`config.mk`:
```
export PLATFORM = sky130hd
export DESIGN_NAME = multiplier_unit
export DESIGN_NICKNAME = d
export VERILOG_FILES = /design/src/rtl/multiplier_unit_pkg.sv /design/src/rtl/multiplier_unit_step.sv /design/src/rtl/multiplier_unit.sv
export SDC_FILE = /design/constraint.sdc
export NUM_CORES = 1
export LEC_CHECK = 0
export CORE_MARGIN = 5
export CORE_UTILIZATION = 23
export CTS_CLUSTER_SIZE = 40
export DETAILED_ROUTE_END_ITERATION = 12
export PLACE_DENSITY = 0.45
export RECOVER_POWER = 50
export SKIP_LAST_GASP = 1
export SYNTH_ARGS = -nofsm -noshare
export SYNTH_HDL_FRONTEND = slang
export SYNTH_SLANG_ARGS = --single-unit
```
`constraint.sdc`:
```
create_clock -name clk -period 5.8 [get_ports clk]
set_clock_uncertainty 0.2 [all_clocks]
set_input_delay 0.87 -clock clk [delete_from_list [all_inputs] [get_ports clk]]
set_output_delay 0.87 -clock clk [all_outputs]
set_load 0.03 [all_outputs]
```
`src/rtl/multiplier_unit_pkg.sv`:
```
// Shared constants and types for the sequential multiplier.
// Build option: define MULT_RADIX4_EN to retire two multiplier bits per cycle.
package multiplier_unit_pkg;

  localparam int unsigned WORD = 64;

  // Operation encodings on mult_mode; 2'b11 behaves as MULT_MUL.
  localparam logic [1:0] MULT_MUL   = 2'b00;
  localparam logic [1:0] MULT_SMULH = 2'b01;
  localparam logic [1:0] MULT_UMULH = 2'b10;

`ifdef MULT_RADIX4_EN
  localparam int unsigned MULT_STEP_BITS = 2;
`else
  localparam int unsigned MULT_STEP_BITS = 1;
`endif

  localparam int unsigned MULT_ITERS = WORD / MULT_STEP_BITS;

  typedef enum logic [1:0] {
    S_IDLE = 2'd0,
    S_CALC = 2'd1,
    S_FIX  = 2'd2,
    S_DONE = 2'd3
  } state_t;

  // SMULH and UMULH return the upper half of the product.
  function automatic logic high_half_sel(input logic [1:0] mode);
    return (mode == MULT_SMULH) || (mode == MULT_UMULH);
  endfunction

endpackage

```
`src/rtl/multiplier_unit_step.sv`:
```
// One shift-add iteration of the multiplier datapath (purely combinational).
// Ports: acc (2*WIDTH accumulator), mcand, [mcand3 with MULT_RADIX4_EN], mplier
//        -> acc_next, mplier_next.
// Build option: MULT_RADIX4_EN selects the two-bit-per-step variant.
module mult_step
  import multiplier_unit_pkg::*;
#(
  parameter int unsigned WIDTH = WORD
) (
  input  logic [2*WIDTH-1:0] acc,
  input  logic [WIDTH-1:0]   mcand,
`ifdef MULT_RADIX4_EN
  input  logic [WIDTH+1:0]   mcand3,
`endif
  input  logic [WIDTH-1:0]   mplier,
  output logic [2*WIDTH-1:0] acc_next,
  output logic [WIDTH-1:0]   mplier_next
);

  localparam int unsigned AW = 2 * WIDTH;

`ifdef MULT_RADIX4_EN
  logic [WIDTH+1:0]   addend;
  logic [WIDTH+1:0]   sum;
  logic [AW+1:0]      wide;

  // Upper half stays below the multiplicand, so acc_hi + 3*mcand fits in WIDTH+2 bits.
  always_comb begin
    addend = '0;
    case (mplier[1:0])
      2'd1:    addend = {2'b00, mcand};
      2'd2:    addend = {1'b0, mcand, 1'b0};
      2'd3:    addend = mcand3;
      default: addend = '0;
    endcase
    sum         = {2'b00, acc[AW-1:WIDTH]} + addend;
    wide        = {sum, acc[WIDTH-1:0]};
    acc_next    = AW'(wide >> 2);
    mplier_next = mplier >> 2;
  end
`else
  logic [WIDTH:0]     addend;
  logic [WIDTH:0]     sum;
  logic [AW:0]        wide;

  // Add into the upper half with carry-out, then shift the whole accumulator right by one.
  always_comb begin
    addend      = mplier[0] ? {1'b0, mcand} : '0;
    sum         = {1'b0, acc[AW-1:WIDTH]} + addend;
    wide        = {sum, acc[WIDTH-1:0]};
    acc_next    = AW'(wide >> 1);
    mplier_next = mplier >> 1;
  end
`endif

endmodule

```
`src/rtl/multiplier_unit.sv`:
```
// Sequential WIDTH x WIDTH multiplier for MUL / SMULH / UMULH.
// Ports: clk, reset (async active-low), mult_start, mult_mode[1:0], a, b ->
//        result (selected product half), multiplier_done (1-cycle pulse), stall.
// Build option: MULT_RADIX4_EN halves the number of CALC cycles.
module multiplier_unit
  import multiplier_unit_pkg::*;
#(
  parameter int unsigned WIDTH = WORD
) (
  input  logic             clk,
  input  logic             reset,
  input  logic             mult_start,
  input  logic [1:0]       mult_mode,
  input  logic [WIDTH-1:0] a,
  input  logic [WIDTH-1:0] b,
  output logic [WIDTH-1:0] result,
  output logic             multiplier_done,
  output logic             stall
);

  localparam int unsigned AW    = 2 * WIDTH;
  localparam int unsigned ITERS = (WIDTH == WORD) ? MULT_ITERS : WIDTH / MULT_STEP_BITS;
  localparam int unsigned CNT_W = $clog2(ITERS + 1);

  state_t             state_q, state_d;
  logic [1:0]         mode_q, mode_d;
  logic               neg_q, neg_d;
  logic [AW-1:0]      acc_q, acc_d;
  logic [WIDTH-1:0]   mcand_q, mcand_d;
  logic [WIDTH-1:0]   mplier_q, mplier_d;
  logic [CNT_W-1:0]   cnt_q, cnt_d;
  logic [WIDTH-1:0]   result_d;
  logic               done_d;
  logic               stall_d;

  logic [WIDTH-1:0]   op_a, op_b;
  logic               neg_in;
  logic [AW-1:0]      step_acc;
  logic [WIDTH-1:0]   step_mplier;
  logic [AW-1:0]      acc_fix;

`ifdef MULT_RADIX4_EN
  logic [WIDTH+1:0]   mcand3_q, mcand3_d;
`endif

  mult_step #(.WIDTH(WIDTH)) u_step (
    .acc         (acc_q),
    .mcand       (mcand_q),
`ifdef MULT_RADIX4_EN
    .mcand3      (mcand3_q),
`endif
    .mplier      (mplier_q),
    .acc_next    (step_acc),
    .mplier_next (step_mplier)
  );

  // Signed high half: multiply magnitudes, negate the full product afterwards.
  assign acc_fix = neg_q ? (~acc_q + AW'(1)) : acc_q;

  // Operand conditioning at accept; |-2^(W-1)| is representable as unsigned.
  always_comb begin
    op_a   = a;
    op_b   = b;
    neg_in = 1'b0;
    if (mult_mode == MULT_SMULH) begin
      op_a   = a[WIDTH-1] ? (~a + WIDTH'(1)) : a;
      op_b   = b[WIDTH-1] ? (~b + WIDTH'(1)) : b;
      neg_in = a[WIDTH-1] ^ b[WIDTH-1];
    end
  end

  // Next-state and next-output logic.
  always_comb begin
    state_d  = state_q;
    mode_d   = mode_q;
    neg_d    = neg_q;
    acc_d    = acc_q;
    mcand_d  = mcand_q;
    mplier_d = mplier_q;
    cnt_d    = cnt_q;
    result_d = result;
    done_d   = 1'b0;
    stall_d  = stall;
`ifdef MULT_RADIX4_EN
    mcand3_d = mcand3_q;
`endif
    case (state_q)
      S_IDLE: begin
        if (mult_start) begin
          mode_d   = mult_mode;
          neg_d    = neg_in;
          mcand_d  = op_a;
          mplier_d = op_b;
          acc_d    = '0;
          cnt_d    = CNT_W'(ITERS);
          stall_d  = 1'b1;
          state_d  = S_CALC;
`ifdef MULT_RADIX4_EN
          mcand3_d = {2'b00, op_a} + {1'b0, op_a, 1'b0};
`endif
        end
      end
      S_CALC: begin
        acc_d    = step_acc;
        mplier_d = step_mplier;
        cnt_d    = cnt_q - CNT_W'(1);
        if (cnt_q == CNT_W'(1)) state_d = S_FIX;
      end
      S_FIX: begin
        result_d = high_half_sel(mode_q) ? acc_fix[AW-1:WIDTH] : acc_fix[WIDTH-1:0];
        done_d   = 1'b1;
        stall_d  = 1'b0;
        state_d  = S_DONE;
      end
      S_DONE: begin
        state_d = S_IDLE;
      end
      default: state_d = S_IDLE;
    endcase
  end

  // State, datapath and output registers.
  always_ff @(posedge clk or negedge reset) begin
    if (!reset) begin
      state_q         <= S_IDLE;
      mode_q          <= '0;
      neg_q           <= 1'b0;
      acc_q           <= '0;
      mcand_q         <= '0;
      mplier_q        <= '0;
      cnt_q           <= '0;
      result          <= '0;
      multiplier_done <= 1'b0;
      stall           <= 1'b0;
`ifdef MULT_RADIX4_EN
      mcand3_q        <= '0;
`endif
    end else begin
      state_q         <= state_d;
      mode_q          <= mode_d;
      neg_q           <= neg_d;
      acc_q           <= acc_d;
      mcand_q         <= mcand_d;
      mplier_q        <= mplier_d;
      cnt_q           <= cnt_d;
      result          <= result_d;
      multiplier_done <= done_d;
      stall           <= stall_d;
`ifdef MULT_RADIX4_EN
      mcand3_q        <= mcand3_d;
`endif
    end
  end

endmodule

```
### Word level (Yosys, flattened, before mapping)

Cells that the tools add are included.

| storage, ports and cells | value |
|---|---|
| flip-flop bits (word level) | 334 |
| bits of input ports | 133 |
| logic and storage cells | 56 |

| cells by class | value |
|---|---|
| add/sub/neg operators | 5 |
| equality and inequality tests | 9 |
| multiplexer cells | 20 |
| bitwise gates (word level) | 4 |
| reductions and logical operators | 8 |

Operators by type and width:

| cell | count |
|---|---|
| $mux 64 | 7 |
| $mux 128 | 2 |
| $pmux 128 s2 | 1 |
| $add 128x1->128 const B | 1 |
| $add 64x1->64 const B | 2 |
| $not 128->128 | 1 |
| $not 64->64 | 2 |
| $pmux 64 s2 | 1 |
| $add 64x65->65 | 1 |
| $pmux 7 s2 | 1 |
| $pmux 2 s4 | 1 |
| $reduce_and 2->1 | 4 |
| $eq 7x1->1 const B | 1 |
| $mux 7 | 1 |
| $sub 7x1->7 const B | 1 |
| $eq 2x1->1 const B | 3 |
| $eq 2x2->1 const B | 3 |
| $mux 2 | 2 |
| $ne 2x2->1 const B | 2 |
| $reduce_bool 2->1 | 2 |
| $mux 1 | 3 |
| $logic_not 2->1 | 1 |
| $pmux 1 s2 | 1 |
| $logic_or 1x1->1 | 1 |
| $xor 1x1->1 | 1 |

### Depth between registers and ports, before layout

| logic depth | value |
|---|---|
| depth after elaboration | 6 |
| mapped depth | 16 |

### Modules after synthesis

A second synthesis with hierarchy kept.

| unflattened totals | value |
|---|---|
| cell total of the unflattened synthesis | 2,931 |
| area total of the unflattened synthesis | 24,782.5 um^2 |

Modules (own cells, without submodules):

| module | times used | cells an instance | area each (um^2) | sequential area each (um^2) |
|---|---|---|---|---|
| multiplier_unit | 1 | 2,204 | 19,715.2 | 8,358.0 |
| mult_step | 1 | 727 | 5,067.4 | 0.0 |

### Least setup slack after synthesis

No wires, ideal clock.

| timing | value |
|---|---|
| path kind | flip-flop to flip-flop |
| from | reg acc_q[37] |
| to | reg result[63] |
| library setup time | 118 ps |
| arrival time | 4,015 ps |
| required time | 5,482 ps |
| path slack | 1,467 ps |
| cell stages (with the launch flop) | 13 |
| path buffers | 1 |
| period minus slack after synthesis | 4,333 ps |
| path through | dfrtp_1 > or4_4 > or3_4 > or2_0 > or4b_4 > or3_4 > or3_1 > buf_2 > or4_4 > o41ai_2 > xor2_1 > a21oi_1 > a21o_1 |

| on the way | value |
|---|---|
| cells in the longest elaborated chain, start to end | 4 |

Ends and longest elaborated chain:

| element | line | RTL |
|---|---|---|
| start, declared | multiplier_unit.sv:28 | `logic [AW-1:0] acc_q, acc_d;` |
| start signal, assigned | multiplier_unit.sv:128 | `acc_q <= '0;` |
| start signal, assigned | multiplier_unit.sv:142 | `acc_q <= acc_d;` |
| $not 128->128 | multiplier_unit.sv:58 | `assign acc_fix = neg_q ? (~acc_q + AW'(1)) : acc_q;` |
| $add 128x1->128 | multiplier_unit.sv:58 |  |
| $mux 128 | multiplier_unit.sv:58 |  |
| $mux 64 | multiplier_unit.sv:110 | `result_d = high_half_sel(mode_q) ? acc_fix[AW-1:WIDTH] : acc_fix[WIDTH-1:0];` |
| end signal, assigned | multiplier_unit.sv:146 | `result <= result_d;` |
| end, declared | multiplier_unit.sv:16 | `output logic [WIDTH-1:0] result,` |

No other way between the ends.
A chain may end at the register's enable or synchronous reset.

### Worst setup path after layout

| timing | value |
|---|---|
| from | reg acc_q[9] |
| to | reg result[57] |

Same word-level chain as after synthesis.

==> summary by stage <==
STA
Timing would allow up to about 210 MHz. Setup violations remaining at the end of the flow were counted as 0. In the final timing run, aggregate negative setup slack is 0 ns. In the finished design, the share of the clock period the worst path needs comes to between 80% and 90%. The final count of pins violating max slew is approximately 400.

The number of failing hold endpoints at the final stage came to 0. Setup repair after global routing left no endpoint under its margin. For the finished layout, the period the worst path requires is between 4 and 5 ns. At the pin with the least slew margin, the transition time is 2.54 ns. Across all hold checks on the routed design, the worst slack comes to about 0.27 ns.

The worst slew slack as a fraction of its limit is -71.1%.

Clock tree
The root buffer cell is clkbuf_16. The deepest level of the CTS H-tree is 2. The buffers inserted during post-CTS setup optimization is 0. The clock edge transition at the registers on the reported setup and hold paths is about 0.06 ns. The CTS sink count is between 300 and 400. The maximum clock insertion buffer count is 3. After clock tree synthesis, the repair step resized 0 gates. The count of hold-fix buffers inserted at cts is 0. The CTS tree is done. The later pin in the worst-skew pair is clocked with a latency of slightly below 0.6 ns.

The number of buffers inserted during clock tree synthesis is 45.

Route
In this run, the number of DRC markers left after iteration 0 of detailed routing was 1601. For this run, the detailed router's first-pass iteration total came to 5. After detailed routing, the number of vias per cell comes to 4.90. For this block, the via count after detailed routing is 20900. In the final routed layout, each cell accounts on average for between 15 and 20 um.

For this run, design rule violations remaining after detail routing come to 0. For this block, the routed nets add up to between 80000 and 90000 um of wire. The number of nets with antenna violations after routing is 0.

Critical path
The slowest stage of the critical path belongs to the cell or4b_4. Of all nets on the critical path, the largest fanout is 7. The critical path is of the flop to flop type. Walking the worst path, the cells encountered are or4_4, nor4_4, nand4_1, or4b_4, or3_4, or3_1, or4_4, o31ai_1, xor2_1, a21oi_1, a21o_1. The kind of end point of the critical path is a flop. Broken down by cell family, the worst path's largest delay share belongs to simple AND/OR/NAND/NOR gates. The number of buffer and inverter stages on the critical path is 0. The critical path launch point type is a flop. STA puts the critical path data required time at between 6 and 7 ns. Data arrives at the worst endpoint at 5.15 ns. The cell repeated most along the worst path is or4_4. The longest individual stage delay on the worst path is 0.64 ns.

Pwr
Across the VDD grid, the largest voltage drop is 428 uV. Power spread over the standard cell area amounts to ~510 nW/um^2. The static leakage is 11.6 nW.

Global route
The number of antenna violations at the first check in global routing is 1. The wire length of the first global-routing pass is 129000 um. Entering global routing, the biggest net connects around 140 pins. The via count of the first global-routing pass came to a little over 20000.

Global routing consumed, over all layers together, ~15% of the routing resources. The remaining global-route overflow is 0.

Cells and area
The final layout contains 3131 nets. Of the cells placed in the final design, the portion with a size suffix greater than 1 is about 5.2%. Cells fill ~28% of the core in the end. Compared with the post-synthesis result, the final layout area differs by 21.1%.

The number of fillers in the final layout is between 10000 and 15000. The finished layout holds between 4000 and 5000 standard cells, fillers aside.

Placed design
The HPWL after detailed placement is about 64000 um. The placer congestion estimate is just under 0.9. Port buffering added roughly 200 buffers. Once placement completed, the tool counted placed cells totaling 4176.

Logic synthesis
The number of distinct library cells after synthesis is 70. After synthesis, the cell types taking the most area are dfrtp_1 (36%), o21ai_0 (7.3%), nand2_1 (6.2%). The area share of the largest cell type after synthesis is a little over a third. The Yosys step of the flow raised 0 warnings. The cell type contributing the most total cell area after synthesis is dfrtp_1.

The number of enable-type register cells in the synthesized netlist is 0. The synthesized design contains about 330 register bits. Synthesis produced about 2800 cells. The synthesized area divided by synthesized cell count is 8.17 sq um. Sequential elements use between 30 and 40% of the synthesized area. The most instantiated flip-flop cell in the synthesis netlist is dfrtp_1. After synthesis, the share of flip-flops with an asynchronous set or reset is 100%. The number of nets in the synthesized netlist is 3020. The summed instance area of the synthesized netlist is roughly 23000 sq um.

Die
The core region is between 90000 and 100000 sq um. about 200 I/O pins were placed. In this run the vertical extent of the chip is between 300 and 400 um.

The starting density of the core is between 20% and 30%. In this run the core area contains between 100 and 150 standard-cell rows. The width of the die is ~330 um. The die covers around 110000 sq um.

Outcome
The final reports fail on capacitance limit, slew limit. The run finished, with violations left.

Flow run
The tool flagged a number of max-cap violations equal to 6.

Worst hold path
The worst hold-check path type is flop to flop.
cells by family after synthesis:
group	share of synthesized area [%]
buffers and inverters	3.93
XOR/XNOR	11.4
AND/OR/NAND/NOR	20.6
AO/OA/AOI/OAI	23.4
adder cells (fa/ha/maj)	4.00
multiplexers	0.354
flip-flops	36.3
where the power goes:
part | internal (W) | switching (W) | leakage (nW) | total (W)
Combinational | 0.00241 | 0.00471 | 6.54 | 0.00712
Clock | 0.00176 | 0.00117 | 0.754 | 0.00293
Sequential | 0.00317 | 0.000880 | 4.31 | 0.00405
layout by cell type, fill, tap and decap left out, drive strengths merged, types with 15 or more instances in the layout:
cell and n:
nand2 382, o21ai 335, dfrtp 334, a21oi 202, nor2 191, clkdlybuf4s50 181, xor2 162, xnor2 136
inv 75, ha 72, and2 71, nor3 66, a22o 66, clkbuf 64, or3 63, o31ai 54
a21o 40, nand3 36, o211ai 34, or4 32, nor4 29, a31oi 28, buf 28, nand4 27
o41ai 22, or2 21, o221ai 18, and3 17, dlygate4sd3 16, nand2b 15
synth_stat cells, drive strengths merged (7+ instances only):
cell    count
ha         72
nor2b      11
o211ai     34
a211oi     11
nand4      27
dfrtp     334
o41ai      22
nand2     382
xnor2     136
nor2      191
nand2b     15
xor2      162
or2        21
o221ai     18
nor3       66
mux2i       7
and2       71
buf        12
or4        32
o21ai     335
o31ai      54
nor4       29
a21boi      7
a21oi     202
o21a       10
a22o       66
o21bai     14
inv        73
a21o       40
a31oi      28
clkbuf    155
nand3      36
and3       17
or3        63
state kept, by name, indices dropped and copies added (netlist names):
name and count:
result 64, mplier_q 64, state_q 2, stall 1, cnt_q 7, mcand_q 64
multiplier_done 1, neg_q 1, acc_q 128, mode_q 2
worst reg2reg max path, stage by stage, from the launching register on:
cell	delay (ns)
dfrtp_1	0.43
or4_4	0.58
nor4_4	0.32
nand4_1	0.35
or4b_4	0.64
or3_4	0.40
or3_1	0.47
or4_4	0.57
o31ai_1	0.25
xor2_1	0.27
a21oi_1	0.12
a21o_1	0.17
per-layer routing:
metal  track usage, %  routed length (um)  vias up
li1                 -                   -    10300
met1             21.9               40500    10100
met2             24.4               38500      474
met3             1.98                3440       74
met4             3.37                1510        0
met5                0                   0        -
layout make-up:
| cell class | instances | area [sq um] | area share (%) |
|---|---|---|---|
| Antenna cell | 2 | 5.00 | 0.0180 |
| Clock buffer | 58 | 1240 | 4.47 |
| Clock inverter | 26 | 320 | 1.15 |
| Inverter | 73 | 274 | 0.984 |
| Multi-Input combinational cell | 2240 | 13800 | 49.5 |
| Sequential cell | 334 | 8360 | 30.0 |
| Tap cell | 1298 | 1620 | 5.83 |
| Timing Repair Buffer | 231 | 2230 | 8.03 |
path summary, 6_finish.rpt:
check | start | endpoint | slack (ns) | depth (start not counted)
max | acc_q[9]$_DFFE_PN0P_ | result[57]$_DFFE_PN0P_ | 0.92 | 11
min | mcand_q[8]$_DFFE_PN0P_ | mcand_q[8]$_DFFE_PN0P_ | 0.27 | 2
max reg2reg | acc_q[9]$_DFFE_PN0P_ | result[57]$_DFFE_PN0P_ | 0.92 | 11
min reg2reg | mcand_q[8]$_DFFE_PN0P_ | mcand_q[8]$_DFFE_PN0P_ | 0.27 | 2
max in group asynchronous | reset | mcand_q[8]$_DFFE_PN0P_ | 1.52 | 2
min in group asynchronous | reset | mplier_q[12]$_DFFE_PN0P_ | 0.74 | 1
metrics by stage:
step	setup slack, ns	area [sq um]	power, W
after global placement	0.784	26300	0.0112
final	0.923	27800	0.0141
after CTS	0.957	27900	0.0143
after floorplan	1.47	23000	0.00846
after global routing	0.581	27800	0.0151
after detailed placement	0.767	26300	0.0113
Note: power is estimated with default switching activity, not from simulation.
